--- config.mk ---
export PLATFORM = sky130hd
export DESIGN_NAME = seq_divider_16b
export DESIGN_NICKNAME = d
export VERILOG_FILES = /design/src/rtl/seq_divider_16b_pkg.sv /design/src/rtl/seq_divider_16b_sub_17b.sv /design/src/rtl/seq_divider_16b.sv
export SDC_FILE = /design/constraint.sdc
export NUM_CORES = 1
export LEC_CHECK = 0
export ABC_AREA = 1
export CAP_MARGIN = 20
export CORE_ASPECT_RATIO = 0.7
export CORE_MARGIN = 2
export CORE_UTILIZATION = 45
export CTS_CLUSTER_SIZE = 20
export DETAILED_ROUTE_END_ITERATION = 7
export GPL_ROUTABILITY_DRIVEN = 0
export PLACE_DENSITY = 0.79
export SLEW_MARGIN = 20
export SYNTH_ARGS = -nofsm -noshare
export SYNTH_HDL_FRONTEND = slang
export SYNTH_HIERARCHICAL = 1
export SYNTH_SLANG_ARGS = --single-unit
--- constraint.sdc ---
create_clock -name clk -period 8.35 [get_ports clk]
set_input_delay 1.67 -clock clk [delete_from_list [all_inputs] [get_ports clk]]
set_output_delay 1.67 -clock clk [all_outputs]
set_load 0.01 [all_outputs]
--- src/rtl/seq_divider_16b_pkg.sv ---
// seq_divider_16b_pkg: shared state encoding, default width and divide-by-zero fill for the divider
package seq_divider_16b_pkg;
  localparam int DEF_WIDTH = 16;
  localparam logic DBZ_FILL = 1'b1;
  typedef enum logic [1:0] {
    IDLE = 2'b00,
    RUN  = 2'b01,
    FIN  = 2'b10
  } state_t;
endpackage

--- src/rtl/seq_divider_16b_sub_17b.sv ---
// sub_17b: ripple-borrow subtractor built from 1-bit full-subtractor cells
module sub_17b
  import seq_divider_16b_pkg::*;
#(
  parameter int N = DEF_WIDTH + 1
) (
  input  logic [N-1:0] a,
  input  logic [N-1:0] b,
  output logic [N-1:0] diff,
  output logic         borrow_out
);
  logic [N:0] br;
  assign br[0] = 1'b0;
  for (genvar i = 0; i < N; i++) begin : g_fs
    assign diff[i]  = a[i] ^ b[i] ^ br[i];
    assign br[i+1]  = (~a[i] & b[i]) | (~(a[i] ^ b[i]) & br[i]);
  end
  assign borrow_out = br[N];
endmodule

--- src/rtl/seq_divider_16b.sv ---
// seq_divider_16b: multi-cycle unsigned restoring divider, one quotient bit per cycle
module seq_divider_16b
  import seq_divider_16b_pkg::*;
#(
  parameter int WIDTH = DEF_WIDTH
) (
  input  logic             clk,
  input  logic             rst,
  input  logic             start,
  input  logic [WIDTH-1:0] dividend,
  input  logic [WIDTH-1:0] divisor,
  output logic             busy,
  output logic             done,
  output logic [WIDTH-1:0] quotient,
  output logic [WIDTH-1:0] remainder,
  output logic             div_by_zero
);
  localparam int CW = $clog2(WIDTH);
  state_t state_q, state_d;
  logic [WIDTH-1:0] q_q, q_d, d_q, d_d, r_q, r_d;
  logic [WIDTH-1:0] quotient_q, quotient_d, remainder_q, remainder_d;
  logic [CW-1:0] cnt_q, cnt_d;
  logic busy_q, busy_d, done_q, done_d, dbz_q, dbz_d;
  logic [WIDTH:0] r_shift, diff;
  logic borrow, take;
  // R stays below D, so its top bit is always zero and only WIDTH bits are stored
  assign r_shift = {r_q, q_q[WIDTH-1]};
  sub_17b #(.N(WIDTH + 1)) u_sub (
    .a         (r_shift),
    .b         ({1'b0, d_q}),
    .diff      (diff),
    .borrow_out(borrow)
  );
  // a set difference MSB can only accompany a borrow
  assign take = ~(borrow | diff[WIDTH]);
  always_comb begin
    state_d     = state_q;
    q_d         = q_q;
    d_d         = d_q;
    r_d         = r_q;
    cnt_d       = cnt_q;
    quotient_d  = quotient_q;
    remainder_d = remainder_q;
    dbz_d       = dbz_q;
    done_d      = 1'b0;
    case (state_q)
      IDLE: if (start) begin
        if (divisor != '0) begin
          q_d     = dividend;
          d_d     = divisor;
          r_d     = '0;
          cnt_d   = '0;
          state_d = RUN;
        end else begin
          quotient_d  = {WIDTH{DBZ_FILL}};
          remainder_d = dividend;
          dbz_d       = 1'b1;
          state_d     = FIN;
        end
      end
      RUN: begin
        q_d   = {q_q[WIDTH-2:0], take};
        r_d   = take ? diff[WIDTH-1:0] : r_shift[WIDTH-1:0];
        cnt_d = cnt_q + 1'b1;
        if (cnt_q == CW'(WIDTH - 1)) begin
          quotient_d  = q_d;
          remainder_d = r_d;
          dbz_d       = 1'b0;
          state_d     = FIN;
        end
      end
      FIN: begin
        done_d  = 1'b1;
        state_d = IDLE;
      end
      default: state_d = IDLE;
    endcase
    busy_d = state_d == RUN;
  end
  always_ff @(posedge clk) begin
    if (rst) begin
      state_q     <= IDLE;
      q_q         <= '0;
      d_q         <= '0;
      r_q         <= '0;
      cnt_q       <= '0;
      quotient_q  <= '0;
      remainder_q <= '0;
      dbz_q       <= 1'b0;
      busy_q      <= 1'b0;
      done_q      <= 1'b0;
    end else begin
      state_q     <= state_d;
      q_q         <= q_d;
      d_q         <= d_d;
      r_q         <= r_d;
      cnt_q       <= cnt_d;
      quotient_q  <= quotient_d;
      remainder_q <= remainder_d;
      dbz_q       <= dbz_d;
      busy_q      <= busy_d;
      done_q      <= done_d;
    end
  end
  assign busy        = busy_q;
  assign done        = done_q;
  assign quotient    = quotient_q;
  assign remainder   = remainder_q;
  assign div_by_zero = dbz_q;
endmodule

==> metrics.md <==
| Metric | Value |
|---|---|
| Max-cap violations | 0 |
| Worst path required time | between 8 and 9 ns |
| Site row count | 30 |
| Via count | 4,323 |
| Mean area per synthesized cell | 7.05 um^2 |
| Die span in y | 88.5 um |
| Final Max Slew Viols | 0 |
| Endpoint kind of the worst setup timing path | flip-flop |
| CP endpoint | remainder[8] |
| Count of endpoints failing hold in the final timing report | 0 |
| Final clock skew | 0.00441 ns |
| Worst-case vdd ir drop | 92.5 uV |
| Critical register-to-register path endpoint | remainder[8] |
| Highest net fanout along the worst path | 11 |
| Maximum clock frequency | 124 MHz |
| DR pass1 iterations | 5 |
| Category of the worst setup path launch point | flip-flop |
| Unique masters post-synth | 27 |
| Remaining max-slew budget at the tightest pin | 48.5% |
| Syn-to-layout area delta | 20.5% |
| H-Tree Level Count | 3 |
| Slowest stage cell on the critical path | fa_1 |
| Latest clock arrival within the worst-skew pair | 0.34 ns |
| Cells taking the most area after synthesis | dfxtp_1, nand2_1, nor2_1 |
| Cell type with the highest occurrence count on the critical path | fa_1 |
| Post-CTS setup buffer count | 0 |
| Worst flop-to-flop path startpoint | q_q[15] |
| Root buffer cell | clkbuf_16 |
| Chip Width | 125 um |
| Stage delay of the slowest cell on the critical path | 0.47 ns |
| Final number of setup-violating endpoints | 0 |
| Post-Layout Cell Count | 826 |
| Routed WL per cell | roughly 14 um |
| Setup Crit Path Kind | reg2reg |
| Accumulated negative setup slack | 0 ns |
| Most frequently used flop master after synthesis | dfxtp_1 |
| Summed instance area of the synthesized netlist | around 4600 um^2 |
| Shortest clock period the worst path allows after layout | 8.09 ns |
| Portion of synthesized cell area occupied by the leading cell type | 38.8% |
| GR Util All Layers | 21.9% |
| Setup repair after global routing missed its margin | false |
| Clock slew seen by the registers of the worst setup and hold paths | 0.06 ns |
| Initial drt markers | between 300 and 400 |
| Standby leakage power | 2.28 nW |
| Count of inserted antenna diode cells | 0 |
| Initial core utilization | about 47% |
| Vias in the first global route | 4,118 |
| Number of synthesis warnings | 6 |
| DRT antenna net count | 0 |
| Number of buffers inserted by hold repair at cts | 0 |
| Power Dens Cells | 204 nW/um^2 |
| Sequential share of the synthesized area | 38.8% |
| Core region area | 9800 um^2 |
| Max clock buf depth | 2 |
| Cell count after synthesis | 651 |
| CTS tree | done |
| CP startpoint | q_q[15] |
| Number of I/O pins | 70 |
| Async S/R FF share, synth | 0% |
| Detailed-route vias per instance | 5.23 |
| Type of the worst min-delay path | reg2reg |
| Num Clock Sinks | 89 |
| Result of the run | finished, final reports clean |
| Data arrival time of the critical path | 8.37 ns |
| Maximum number of pins on one net before global-route repair | 84 |
| Worst-case reg-to-reg path depth | 29 |
| TritonCTS buffer count | 9 |
| Antenna violations before repair | 0 |
| Final period util | 96.9% |
| Largest area contributor in the synthesized netlist | dfxtp_1 |
| Worst min-delay path startpoint | div_by_zero |
| Worst-case register-to-register setup slack | around 0.26 ns |
| Overflow left after global routing | 0 |
| Post-layout nets | 747 |
| Seq cells post-synth | 89 |
| Count of instances resized after the clock tree is built | 0 |
| Number of flops mapped to enable cells by yosys | 0 |
| Wire length of the first global-routing pass | about 20 mm |
| DRC Markers | 0 |
| Total die area | 11,000 um^2 |
| Drt total wl | 11.5 mm |
| Number of cells after detailed placement | 811 |
| Number of port buffers | between 60 and 70 |
| Post-Synthesis Net Count | about 700 |
| Post-DP HPWL | 7.89 mm |
| Slew at the pin with the worst max-slew slack | 0.772 ns |
| Layout cells sized above 1 | 4.87% |
-- placed cells by master (no fill, tap or decap), types with 16 or more instances in the layout --
master / n
a21oi_1: 71
clkdlybuf4s50_1: 69
dfxtp_1: 89
fa_1: 16
inv_1: 77
nand2_1: 112
nand3_1: 53
nand3b_1: 16
nand4_1: 16
nor2_1: 107
o21ai_0: 23
-- area by class of cell --
class / instances / area [um^2]
well taps: 128 / 160
inverters: 80 / 303
flip-flops and latches: 89 / 1780
clock inverters: 3 / 17.5
multi-input cells: 440 / 2290
clock buffers: 12 / 246
repair buffers: 74 / 728
fillers: 893 / 4270
-- power breakdown --
part / switching, mW / internal [mW] / total [mW]
clock: 0.161 / 0.207 / 0.368
sequential: 0.0264 / 0.461 / 0.487
combinational: 0.158 / 0.115 / 0.273
total: 0.345 / 0.783 / 1.13
-- routing by layer --
metal	vias up	global-route usage, %	wire (um)
li1	2140	-	-
met1	2025	29.8	5290
met2	132	34.8	5240
met3	26	4.90	707
met4	0	7.87	243
met5	-	0	0
-- synthesized netlist by cell type (3+ instances only) --
cell type	n
buf_4	10
dfxtp_1	89
nand4_1	16
o21ai_0	23
nor2_1	108
nand3_1	53
nand2_2	3
a21oi_1	71
o21ai_1	9
nand2_1	113
buf_2	13
fa_1	16
nand3b_1	16
inv_1	77
clkbuf_1	15
-- state kept, by name, summed over array words and instances (netlist names), 2 cells and up --
| name | cells |
|---|---|
| remainder | 16 |
| d_q | 16 |
| q_q | 16 |
| state_q | 2 |
| r_q | 16 |
| cnt_q | 4 |
| quotient | 16 |
-- critical path, delay by kind of cell (launching register included) --
kind	cells	cell delay [ns]
fa+ha+maj	17	6.41
simple gates	7	0.79
buf+inv	5	0.45
flops	1	0.34
-- logic make-up after synthesis --
logic type,share of synthesized area (%)
simple gates,30.8
buf+inv,11.5
compound gates,11.2
flops,38.8
fa+ha+maj,7.53
other cells,0.0818
-- through the flow --
stage / hold WS, ns / utilization [%] / total power [mW] / area, um^2 / setup slack [ns]
final: 0.460 / 56.4 / 1.13 / 5530 / 0.259
after global routing: 0.479 / 56.4 / 1.19 / 5530 / 0.00822
after CTS: 0.458 / 56.3 / 1.13 / 5520 / 0.175
after detailed placement: 0.449 / 53.6 / 0.761 / 5250 / 0.266
after global placement: 0.439 / 53.6 / 0.752 / 5250 / 0.441
after floorplan: 0.441 / - / 0.673 / 4590 / 0.805
-- worst min-delay path by stage --
stage	slack, ns	cells after the start	to
4_1_cts	0.46	2	div_by_zero
6_report	0.46	2	div_by_zero
2_1_floorplan	0.44	2	d_q[1]
5_1_grt	0.48	2	div_by_zero
3_5_place_dp	0.45	2	div_by_zero
3_3_place_gp	0.44	2	div_by_zero
Power figures use the tool's default switching activity.
